### src/rtl/sreg_pipeline_monitor.sv
// Shadow-delay-line checker for sregPipeline: predicts the pipeline output and flags divergence.
// Define SREG_PIPELINE_MONITOR_CAPTURE_EN to build the first-failure capture registers.
module sreg_pipeline_monitor #(
    parameter int WIDTH = 9,
    parameter int DEPTH = 4,
    parameter int CNT_W = 16
) (
    input  logic             clock,
    input  logic             reset,
    input  logic [WIDTH-1:0] a,
    input  logic             en,
    input  logic [WIDTH-1:0] c,
    output logic [1:0]       state,
    output logic             mismatch,
    output logic             error,
    output logic [CNT_W-1:0] err_count,
    output logic [CNT_W-1:0] chk_count,
    output logic [WIDTH-1:0] first_exp,
    output logic [WIDTH-1:0] first_got
);

    localparam int FILL_W = $clog2(DEPTH + 1);
    localparam logic [FILL_W-1:0] FILL_MAX = FILL_W'(DEPTH);
    localparam logic [CNT_W-1:0]  CNT_MAX  = {CNT_W{1'b1}};

    typedef enum logic [1:0] {
        ST_IDLE  = 2'd0,
        ST_FILL  = 2'd1,
        ST_CHECK = 2'd2
    } state_t;

    state_t           state_q, state_d;
    logic [FILL_W-1:0] fill_q, fill_d;
    logic [WIDTH-1:0] sh_q [DEPTH];
    logic [WIDTH-1:0] sh_d [DEPTH];
    logic             mismatch_q, mismatch_d;
    logic             error_q, error_d;
    logic [CNT_W-1:0] err_count_q, err_count_d;
    logic [CNT_W-1:0] chk_count_q, chk_count_d;
    logic [WIDTH-1:0] pred;
    logic             diff;

    assign pred = sh_q[DEPTH-1];
    // Case inequality so an X/Z on c is reported rather than silently passing.
    assign diff = (c !== pred);

    always_comb begin
        for (int k = 0; k < DEPTH; k++) begin
            sh_d[k] = sh_q[k];
        end
        if (en) begin
            sh_d[0] = a;
            for (int k = 1; k < DEPTH; k++) begin
                sh_d[k] = sh_q[k-1];
            end
        end
    end

    always_comb begin
        state_d     = state_q;
        fill_d      = fill_q;
        mismatch_d  = 1'b0;
        error_d     = error_q;
        err_count_d = err_count_q;
        chk_count_d = chk_count_q;
        case (state_q)
            ST_IDLE, ST_FILL: begin
                if (en) begin
                    fill_d  = fill_q + 1'b1;
                    state_d = (fill_d == FILL_MAX) ? ST_CHECK : ST_FILL;
                end
            end
            ST_CHECK: begin
                if (chk_count_q != CNT_MAX) begin
                    chk_count_d = chk_count_q + 1'b1;
                end
                if (diff) begin
                    mismatch_d = 1'b1;
                    error_d    = 1'b1;
                    if (err_count_q != CNT_MAX) begin
                        err_count_d = err_count_q + 1'b1;
                    end
                end
            end
            default: state_d = ST_IDLE;
        endcase
    end

    always_ff @(posedge clock) begin
        if (reset) begin
            state_q     <= ST_IDLE;
            fill_q      <= '0;
            mismatch_q  <= 1'b0;
            error_q     <= 1'b0;
            err_count_q <= '0;
            chk_count_q <= '0;
            for (int k = 0; k < DEPTH; k++) begin
                sh_q[k] <= '0;
            end
        end else begin
            state_q     <= state_d;
            fill_q      <= fill_d;
            mismatch_q  <= mismatch_d;
            error_q     <= error_d;
            err_count_q <= err_count_d;
            chk_count_q <= chk_count_d;
            for (int k = 0; k < DEPTH; k++) begin
                sh_q[k] <= sh_d[k];
            end
        end
    end

`ifdef SREG_PIPELINE_MONITOR_CAPTURE_EN
    logic [WIDTH-1:0] first_exp_q, first_exp_d;
    logic [WIDTH-1:0] first_got_q, first_got_d;

    // Only the very first mismatch is latched; later ones leave the capture alone.
    always_comb begin
        first_exp_d = first_exp_q;
        first_got_d = first_got_q;
        if (state_q == ST_CHECK && diff && !error_q) begin
            first_exp_d = pred;
            first_got_d = c;
        end
    end

    always_ff @(posedge clock) begin
        if (reset) begin
            first_exp_q <= '0;
            first_got_q <= '0;
        end else begin
            first_exp_q <= first_exp_d;
            first_got_q <= first_got_d;
        end
    end

    assign first_exp = first_exp_q;
    assign first_got = first_got_q;
`else
    assign first_exp = '0;
    assign first_got = '0;
`endif

    assign state     = state_q;
    assign mismatch  = mismatch_q;
    assign error     = error_q;
    assign err_count = err_count_q;
    assign chk_count = chk_count_q;

endmodule

### config.mk
export PLATFORM = sky130hd
export DESIGN_NAME = sreg_pipeline_monitor
export DESIGN_NICKNAME = d
export VERILOG_FILES = /design/src/rtl/sreg_pipeline_monitor.sv
export SDC_FILE = /design/constraint.sdc
export NUM_CORES = 1
export LEC_CHECK = 0
export BUFFER_PORTS_ARGS = -buffer_cell sky130_fd_sc_hd__buf_2
export CORE_MARGIN = 8
export CORE_UTILIZATION = 35
export CTS_BUF_LIST = sky130_fd_sc_hd__clkbuf_4
export CTS_CLUSTER_SIZE = 8
export DETAILED_ROUTE_END_ITERATION = 12
export SLEW_MARGIN = 30
export SYNTH_ARGS = -nofsm -noshare
export SYNTH_HDL_FRONTEND = slang
export SYNTH_SLANG_ARGS = --single-unit
export TNS_END_PERCENT = 10
### constraint.sdc
create_clock -name clock -period 5.6 [get_ports clock]
set_input_delay 0.84 -clock clock [delete_from_list [all_inputs] [get_ports clock]]
set_output_delay 0.84 -clock clock [all_outputs]
set_load 0.05 [all_outputs]
Yosys cells after proc, flatten, opt, wreduce, memory -nomap -nowiden
Memories as Yosys holds them, arrays and structs flattened. Cells that the tools add are included.

Register bits after elaboration: 39. Bits in writable memories: 36. Bits of input ports: 21. Logic and storage cells: 42. Memories kept: 1.

Memory list: sh_q (depth 4, width 9, rd ports 4, clocked after Yosys merged registers in 0, write ports 4, line 34) `logic [WIDTH-1:0] sh_q [DEPTH];`.

$add $sub $neg: 3. Equal/unequal tests: 7. Multiplexer cells: 12. Bitwise logic cells: 5. Reductions and logical operators: 8.

Operator list (number): $mux 36 (1); $mux 9 (4); $add 16x1->16 const B (2); $ne 16x16->1 const B (2); $nex 9x9->1 (1); $reduce_and 2->1 (4); $mux 1 (4); $mux 2 (2); $or 1x1->1 (4); $pmux 2 s2 (1); $reduce_or 2->1 (2); $add 3x1->3 const B (1); $eq 3x3->1 const B (1); $reduce_and 3->1 (1); $eq 2x1->1 const B (1); $eq 2x2->1 const B (1); $logic_not 2->1 (1); $ne 2x2->1 const B (1); $not 1->1 (1).

Depth between registers and ports, before layout
Gate-level depths: netlist (run 1).

Word-level depth: 5. Gate-level depth with buffers: 6. Depth with buffers taken out: 6.

Worst setup path after synthesis (run 1)
No wires, ideal clock.

Path kind: input to register. Start point: input port c[6]. End point: register err_count_q[0], in the netlist err_count[0]. Arrival time: 2.136 ns. Path slack: 3.341 ns. Stages on the path: 6. Buffers on the path: 1. Path through: xnor2_1 nand3_1 nor4_2 clkbuf_1 nor3_1 mux2_1.

Cells in the longest elaborated chain, start to end: 2.

RTL lines: start: declaration (line 12) `input logic [WIDTH-1:0] c,`; $nex 9x9->1 (line 45) `assign diff = (c !== pred);`; $reduce_and 3->1 (no source line); end signal: assignment (line 105) `err_count_q <= err_count_d;`; end: declaration (line 38) `logic [CNT_W-1:0] err_count_q, err_count_d;`.

Every way passes these cells. A chain may end at the register's enable or synchronous reset.

Final worst setup path (run 1)
Start point: register state_q[1], in the netlist state[1]. End point: register err_count_q[13], in the netlist err_count[13].

Cells in the longest elaborated chain, start to end: 2.

RTL lines: start: declaration (line 32) `state_t state_q, state_d;`; start signal: assignment (line 101) `state_q <= state_d;`; $eq 2x2->1 (line 66) `case (state_q)`; $reduce_and 3->1 (no source line).

Every way passes these cells.

==> results of run 1 <==
through the flow:
stage / total power [mW] / setup slack [ns]
CTS: 0.9536 / 3.266
global route: 0.9840 / 3.206
detailed placement: 0.6410 / 2.959
floorplan: 0.6346 / 3.341
finish: 0.9336 / 3.316
global placement: 0.6393 / 2.812
power by group through the flow:
stage                     sequential [mW]  clock [mW]  combinational, mW
after floorplan                     0.561           0             0.0731
after global placement              0.561           0             0.0782
after detailed placement            0.561           0             0.0795
after CTS                           0.550       0.324             0.0797
after global routing                0.551       0.347             0.0861
final                               0.549       0.305             0.0789
placed cells by master (no fill, tap or decap), drive strengths merged, types with 2 or more instances in the layout:
cell type	netlist	final
a21oi	13	13
a31oi	2	2
and3	2	2
and4bb	2	2
buf	27	58
clkbuf	9	9
clkinvlp	0	2
conb	1	18
dfxtp	75	75
ha	4	4
inv	4	8
mux2	8	8
mux2i	39	39
nand2	16	16
nand2b	3	3
nand3	13	13
nand4	7	7
nor2	68	68
nor2b	9	9
nor3	9	9
nor4	10	10
o21ai	4	4
o31ai	6	6
or3	3	3
or4	7	7
xnor2	19	19
xor2	4	4
layer usage:
layer	up-vias	share of wire (%)	wire (um)
li1	1353	-	-
met1	1215	45	3187
met2	50	49	3473
met3	4	5.9	423
met4	0	0.74	53
met5	-	0	0
flip-flops by register name (all words and copies together) (netlist names):
signal,count
chk_count,16
err_count,16
error,1
fill_q,3
mismatch,1
sh_q,36
state,2
cell type report:
class                           count  share of cell area [%]
Timing Repair Buffer               58                   7.774
Clock inverter                      7                   1.516
Clock buffer                        9                   1.742
Inverter                            4                  0.3871
Sequential cell                    75                   38.71
Tap cell                          133                   4.290
Multi-Input combinational cell    274                   45.58
logic make-up after synthesis:
group,after synthesis,share of synthesized area (%)
and+or+nand+nor,154,23.12
DFF,75,43.91
muxes,47,14.05
buffers and inverters,40,6.513
AOI/OAI and AO/OA,28,4.940
xor gates and xnor gates,23,5.891
adders and majority gates,4,1.464
other,1,0.1097
synth_stat cells (2+ instances only):
master     n
buf_1      7
and4bb_1   2
clkbuf_1   9
or4_1      7
and3_1     2
nor4_1     8
o31ai_1    6
nor2_1    68
inv_1      4
a21oi_1   13
mux2_1     8
dfxtp_1   75
buf_4     19
o21ai_0    4
a31oi_1    2
ha_1       4
nand3_1   12
xnor2_1   19
nor2b_1    9
nor3_1     9
mux2i_1   39
xor2_1     4
nand4_1    7
nand2_1   16
or3_1      3
nand2b_1   3
final timing paths:
kind | from | end | slack, ns | cells past startpoint
worst max-delay path | state[1]$_SDFFE_PP0P_ | err_count[13]$_SDFFE_PP0P_ | 3.32 | 5
worst min-delay path | error$_SDFFE_PP0P_ | error$_SDFFE_PP0P_ | 0.49 | 1
worst max register to register | state[1]$_SDFFE_PP0P_ | err_count[13]$_SDFFE_PP0P_ | 3.32 | 5
worst min register to register | error$_SDFFE_PP0P_ | error$_SDFFE_PP0P_ | 0.49 | 1
==> flow_summary.yaml, run 1 <==
outcome:
  status: "complete, no violations"
route:
  post_drt_wl_per_cell_um: 12.74
  vias: 2622
  drc: 0
  ant_nets: 0
  dr.first_iter.drc_count: 86
  dr.pass1.iters: 4
  vias_per_cell: 4.682
  routed_wl_um: 7137
power_and_ir_drop:
  power_frac_comb_pct: 8.5
  power_switching_uw: 268.3
  sequentialPowerShare_pct: 58.8
  power_density_nw_per_um2: 240.7
  p_leak_nw: 1.651
  switching_share_pct: 28.74
  clock_power_share_pct: 32.7
  p_int_uw: 665.2
  ir_worst_vdd_mv: 0.1389
global_routing:
  antenna_found_initial: 0
  grt_pass1_vias: 2581
  grt.total_usage_pct: 11.10
  grt_pass1_wl_um: 11890
  grt_util_met1_pct: 12.65
  grt_max_degree: 52
  grt_util_met3_pct: 3.151
  grtUsageMet2_pct: 18.94
  grt-busiest-layer: "met2"
  overflow: 0
placement:
  port_buffers: 56
  postPlaceCellArea_um2: 3752
  hpwl_um: 5149
  gp_congestion: 0.7658
  placed_cells: 544
finish:
  stdcell_area_um2: 3879
  fill_cells: 1018
  final_cells: 560
  area_growth_pct: 13.43
  drive_gt1_share_pct: 18.27
  ff_latch_area_um2: 1501
  diodes: 0
  multi_input_area_um2: 1768
  fin_nets: 447
  post-route-util_pct: 40.24
worst_setup_path:
  slowest_stage: "nor2b_1"
  timing_worst_setup_path_type: "flip-flop to flip-flop"
  critPathArrivalTime_ns: 2.61
  worstPathRequired_ns: 5.93
  critPathBufInv: 0
  cp-start-kind: "flip-flop"
  slowest_delay_ns: 0.54
  critPathTopFamily: "simple AND/OR/NAND/NOR gates"
  critical_path_peak_fanout: 7
  endpoint_kind: "flip-flop"
  path_cells: "nor2b_1 -> nand3_2 -> or3b_4 -> or4_1 -> a21oi_1"
floorplan:
  die_area_um2: 13190
  pin_count: 75
  die_h_um: 114.8
  core.rowCount: 36
  fp.dieW_um: 114.8
  core-area_um2: 9639
  initial_core_util_pct: 35.48
job:
  max_cap_viol_count: 0
clock_network:
  cts-buffers-inserted: 9
  clockRootBuffer: "clkbuf_4"
  cts_num_sinks: 75
  cts.path.max_buffers: 2
  cts_htree_levels: 3
  cts_tree: "done"
  postCtsHoldBufs: 0
  cts_resized: 0
  post-cts-setup-buffers: 0
  clk_pin_slew_ns: 0.13
  insertion_delay_ns: 0.39
sta:
  hold_violations: 0
  timing.final.crit_share_pct: 40.79
  setup_viol: 0
  fmax_mhz: 437.8
  grt_setup_unrepaired: "false"
  max_slew_margin_pct: 52.52
  tightest_slew_ns: 0.7096
  skew_ns: 0.01093
  hold_slack_ns: 0.4895
  layout_min_cycle_time_ns: 2.284
  fin_setup_tns_ns: 0
  drv_slew: 0
synthesis:
  yosys_warnings: 0
  yosysTopAreaCell: "dfxtp_1"
  synth_cells: 372
  ys_ff_latch: 75
  synthFlopType: "dfxtp_1"
  synth_edf_count: 0
  synth.area.top_cells: "dfxtp_1 44%, mux2i_1 11%, nor2_1 7.5%"
  avgSynthCellArea_um2: 9.192
  synth_area_um2: 3420
  seq_area_frac_synth_pct: 43.91
  synthArstFlopShare_pct: 0
  synth.top_cell.area_share_pct: 43.91
  yosysUniqueCellTypes: 39
worst_hold_path:
  min_path_type: "flip-flop to flip-flop"
No activity file was read; power rests on OpenSTA's default activity.
==> run 2, diff against run 1 <==
==> constraint.sdc (replaced) <==
create_clock -name clock -period 2.32 [get_ports clock]
set_input_delay 0.348 -clock clock [delete_from_list [all_inputs] [get_ports clock]]
set_output_delay 0.348 -clock clock [all_outputs]
set_load 0.05 [all_outputs]
==> flow_summary.yaml, run 2 (same netlist as run 1, synthesis figures left out) <==
outcome:
  status: "complete, no violations"
route:
  dr.first_iter.drc_count: 75
  ant_nets: 0
  dr.pass1.iters: 4
  drc: 0
  vias_per_cell: 4.701
  vias: 2656
  routed_wl_um: 7308
  post_drt_wl_per_cell_um: 12.93
clock_network:
  cts_htree_levels: 3
  clockRootBuffer: "clkbuf_4"
  cts_resized: 0
  cts_tree: "done"
  insertion_delay_ns: 0.42
  post-cts-setup-buffers: 0
  cts_num_sinks: 75
  cts-buffers-inserted: 9
  clk_pin_slew_ns: 0.15
  postCtsHoldBufs: 0
  cts.path.max_buffers: 2
floorplan:
  die_area_um2: 13190
  initial_core_util_pct: 35.48
  core.rowCount: 36
  die_h_um: 114.8
  core-area_um2: 9639
  fp.dieW_um: 114.8
  pin_count: 75
worst_setup_path:
  endpoint_kind: "flip-flop"
  ff2ff_path_depth: 5
  slowest_stage: "nor4_4"
  critPathTopFamily: "simple AND/OR/NAND/NOR gates"
  critical_path_peak_fanout: 10
  cp-start-kind: "flip-flop"
  path_cells: "nand4_1 -> nor4_4 -> and4bb_1 -> xnor2_1 -> nor2_1"
  slowest_delay_ns: 0.65
  critPathArrivalTime_ns: 2.33
  cp_num_cells: 5
  timing_worst_setup_path_type: "flip-flop to flip-flop"
  critPathBufInv: 0
  worstPathRequired_ns: 2.65
placement:
  placed_cells: 549
  port_buffers: 56
  hpwl_um: 5316
  gp_congestion: 0.7988
  postPlaceCellArea_um2: 3809
global_routing:
  grt_max_degree: 42
  grt.total_usage_pct: 11.08
  grtUsageMet2_pct: 18.36
  grt-busiest-layer: "met2"
  grt_pass1_wl_um: 11910
  grt_util_met3_pct: 3.624
  grt_util_met1_pct: 13.22
  overflow: 0
  antenna_found_initial: 0
  grt_pass1_vias: 2560
finish:
  fill_cells: 979
  stdcell_area_um2: 3969
  most-common-layout-cells: "75 x dfxtp_1, 68 x nor2_1, 56 x buf_2"
  largest_register_ffs: 36
  top_register: "sh_q"
  diodes: 0
  drive_gt1_share_pct: 19.44
  area_growth_pct: 16.06
  fin_nets: 452
  final_common_cell: "dfxtp_1"
  final_cells: 565
sta:
  fin_setup_tns_ns: 0
  grt_setup_unrepaired: "false"
  setup_viol: 0
  drv_slew: 0
  skew_ns: 0.01987
  hold_slack_ns: 0.1479
  fmax_mhz: 500.0
  max_slew_margin_pct: 51.10
  tightest_slew_ns: 0.7335
  timing.final.crit_share_pct: 86.21
  layout_min_cycle_time_ns: 2.000
  hold_violations: 0
job:
  max_cap_viol_count: 0
power_and_ir_drop:
  ir_worst_vdd_mv: 0.3048
  p_leak_nw: 1.707
  power_density_nw_per_um2: 611.6
worst_hold_path:
  min_path_type: "input port to flip-flop"
  hold_path_depth: 3
==> run 2: cell types whose count changed in the layout (fill, tap and decap cells not counted), moves of 2 or more <==
cell / previous run / this run
clkinvlp_4: 2 / 0
buf_12: 0 / 2
inv_8: 2 / 4
clkinv_4: 0 / 2
inv_6: 2 / 0
buf_4: 2 / 5
==> run 2: stage by stage <==
step           power (mW)  setup slack (ns)  util [%]
6_report            2.427            0.3199     41.17
5_1_grt             2.527            0.1053     41.17
3_3_place_gp        1.551            0.4271     39.51
3_5_place_dp        1.554            0.3536     39.51
2_1_floorplan       1.532            0.1381         -
4_1_cts             2.460            0.3303     41.17
==> run 2: worst register-to-register path, cell delays in order, from the launching register on <==
cell and delay (ns):
dfxtp_1 0.45, nand4_1 0.32, nor4_4 0.65, and4bb_1 0.27
xnor2_1 0.17, nor2_1 0.06
==> run 2: where the power goes <==
| part | switching, mW | internal [mW] |
|---|---|---|
| sequential | 0.0140 | 1.31 |
| clock | 0.541 | 0.362 |
| combinational | 0.138 | 0.0610 |
==> run 2: area by class of cell <==
class	count	area (um^2)	share of cell area (%)
Multi-Input combinational cell	274	1768	44.55
Inverter	4	15.01	0.3783
Sequential cell	75	1501	37.83
Tap cell	133	166.4	4.193
Clock buffer	9	67.56	1.702
Clock inverter	7	92.59	2.333
Timing Repair Buffer	63	357.8	9.016
==> run 2: per-layer routing <==
layer | routed length [um] | vias to the layer above
met1 | 3321 | 1221
met4 | 99 | 0
met3 | 512 | 11
li1 | - | 1361
met2 | 3376 | 63
met5 | 0 | -
==> run 2: final timing paths <==
| check | slack [ns] | from | to |
|---|---|---|---|
| worst max-delay path | 0.32 | chk_count[6]$_SDFFE_PP0P_ | chk_count[15]$_SDFFE_PP0P_ |
| worst min-delay path | 0.15 | a[5] | sh_q[0][5]$_SDFFE_PP0P_ |
| worst max register to register | 0.32 | chk_count[6]$_SDFFE_PP0P_ | chk_count[15]$_SDFFE_PP0P_ |
| worst min register to register | 0.49 | error$_SDFFE_PP0P_ | error$_SDFFE_PP0P_ |
==> run 3, diff against run 2 <==
--- a/config.mk
+++ b/config.mk
@@ -8,9 +8,9 @@
 export BUFFER_PORTS_ARGS = -buffer_cell sky130_fd_sc_hd__buf_2
 export CORE_MARGIN = 8
 export CORE_UTILIZATION = 35
-export CTS_BUF_LIST = sky130_fd_sc_hd__clkbuf_4
 export CTS_CLUSTER_SIZE = 8
 export DETAILED_ROUTE_END_ITERATION = 12
+export PLACE_DENSITY = 0.66
 export SLEW_MARGIN = 30
 export SYNTH_ARGS = -nofsm -noshare
 export SYNTH_HDL_FRONTEND = slang
==> flow_summary.yaml, run 3 (same netlist as run 1, synthesis figures left out) <==
outcome:
  status: "complete, no violations"
worst_setup_path:
  timing_worst_setup_path_type: "flip-flop to flip-flop"
  critPathTopFamily: "simple AND/OR/NAND/NOR gates"
  slowest_stage: "or4_1"
  rr_endpoint: "err_count[13]$_SDFFE_PP0P_"
  worstPathRequired_ns: 2.58
  critPathArrivalTime_ns: 2.24
  slowest_delay_ns: 0.47
  critPathBufInv: 0
  regToRegSetupSlack_ns: 0.34
  r2r_start: "err_count[2]$_SDFFE_PP0P_"
  path_cells: "nand4_1 -> or2_1 -> or3b_4 -> or4_1 -> a21oi_1"
  endpoint_kind: "flip-flop"
  critical_path_peak_fanout: 7
  ff2ff_path_depth: 5
  cp-start-kind: "flip-flop"
sta:
  fin_ws_ns: 0.3402
  skew_ns: 0.01268
  tightest_slew_ns: 0.6895
  drv_slew: 0
  grt_setup_unrepaired: "false"
  layout_min_cycle_time_ns: 1.980
  max_slew_margin_pct: 54.03
  timing.final.crit_share_pct: 85.34
  hold_slack_ns: 0.2303
  hold_violations: 0
  setup_viol: 0
  fin_setup_tns_ns: 0
  fmax_mhz: 505.1
clock_network:
  cts-buffers-inserted: 9
  cts_htree_levels: 3
  clockRootBuffer: "clkbuf_8"
  cts_num_sinks: 75
  clk_pin_slew_ns: 0.10
  post-cts-setup-buffers: 0
  cts.path.max_buffers: 2
  insertion_delay_ns: 0.35
  cts_resized: 0
  postCtsHoldBufs: 0
  cts_tree: "done"
finish:
  most-common-layout-cells: "75 x dfxtp_1, 68 x nor2_1, 56 x buf_2"
  fill_cells: 966
  diodes: 0
  area_growth_pct: 17.42
  top_register: "sh_q"
  drive_gt1_share_pct: 19.44
  largest_register_ffs: 36
  fin_nets: 452
  final_common_cell: "dfxtp_1"
floorplan:
  core-area_um2: 9639
  die_area_um2: 13190
  die_h_um: 114.8
  fp.dieW_um: 114.8
  pin_count: 75
  core.rowCount: 36
  initial_core_util_pct: 35.48
global_routing:
  grt_max_degree: 39
  overflow: 0
  grt.total_usage_pct: 10.98
  antenna_found_initial: 0
  grt_pass1_vias: 2454
  grt_pass1_wl_um: 11590
placement:
  pre_cts_slack_ns: 0.3587
  port_buffers: 56
  hpwl_um: 5273
  gp_congestion: 0.7491
route:
  post_drt_wl_per_cell_um: 12.92
  ant_nets: 0
  vias_per_cell: 4.715
  drc: 0
  dr.pass1.iters: 4
  dr.first_iter.drc_count: 89
  routed_wl_um: 7298
  vias: 2664
power_and_ir_drop:
  power_density_nw_per_um2: 650.9
  p_leak_nw: 1.725
  ir_worst_vdd_mv: 0.2921
  total_power_mw: 2.614
worst_hold_path:
  hold_start: "a[4]"
  hold_path_end: "sh_q[0][4]$_SDFFE_PP0P_"
  min_path_type: "input port to flip-flop"
  hold_path_depth: 3
job:
  max_cap_viol_count: 0
-- run 3: cell count changes in the layout (fill, tap and decap cells not counted), sizes merged --
cell and change:
clkinv +1, inv -1
-- run 3: cell type report --
class	count	area, um^2	share of cell area (%)
sequential	75	1501	37.39
clock inverter	7	95.09	2.368
inverter	4	15.01	0.3739
timing repair buffer	63	345.3	8.601
clock buffer	9	123.9	3.085
multi-input combinational	274	1768	44.03
tap	133	166.4	4.145
-- run 3: tightest hold or removal path, stage by stage --
cell,delay (ns)
buf_2,0.07
mux2i_1,0.05
nor2_1,0.07
-- run 3: metal layers --
layer / vias to the layer above / share of wire (%) / global-route usage [%]
met5: - / 0 / 0
met4: 0 / 1.1 / 4.729
met3: 9 / 7.0 / 3.676
met2: 61 / 47 / 18.20
met1: 1235 / 45 / 12.65
li1: 1359 / - / -
-- run 3: power breakdown --
group          switching, mW  internal [mW]
logic                  0.137         0.0593
registers             0.0135           1.31
clock network          0.565          0.529
total                  0.715           1.90
-- run 3: how the worst max path moves through the flow --
stage / startpoint / endpoint / slack [ns] / depth (start not counted)
after floorplan: err_count[2]$_SDFFE_PP0P_ / err_count[15]$_SDFFE_PP0P_ / 0.14 / 5
after global placement: err_count[3]$_SDFFE_PP0P_ / err_count[15]$_SDFFE_PP0P_ / 0.43 / 5
after detailed placement: err_count[2]$_SDFFE_PP0P_ / err_count[13]$_SDFFE_PP0P_ / 0.36 / 5
after CTS: err_count[2]$_SDFFE_PP0P_ / err_count[13]$_SDFFE_PP0P_ / 0.34 / 5
after global routing: chk_count[7]$_SDFFE_PP0P_ / chk_count[0]$_SDFFE_PP0P_ / 0.14 / 5
final: err_count[2]$_SDFFE_PP0P_ / err_count[13]$_SDFFE_PP0P_ / 0.34 / 5
-- run 3: stage by stage --
stage          util, %  instances  cell area (um^2)
5_1_grt          41.65        565              4015
4_1_cts          41.65        565              4015
3_5_place_dp     39.38        549              3796
2_1_floorplan        -        389              3483
3_3_place_gp     39.38        549              3796
6_report         41.65        565              4015
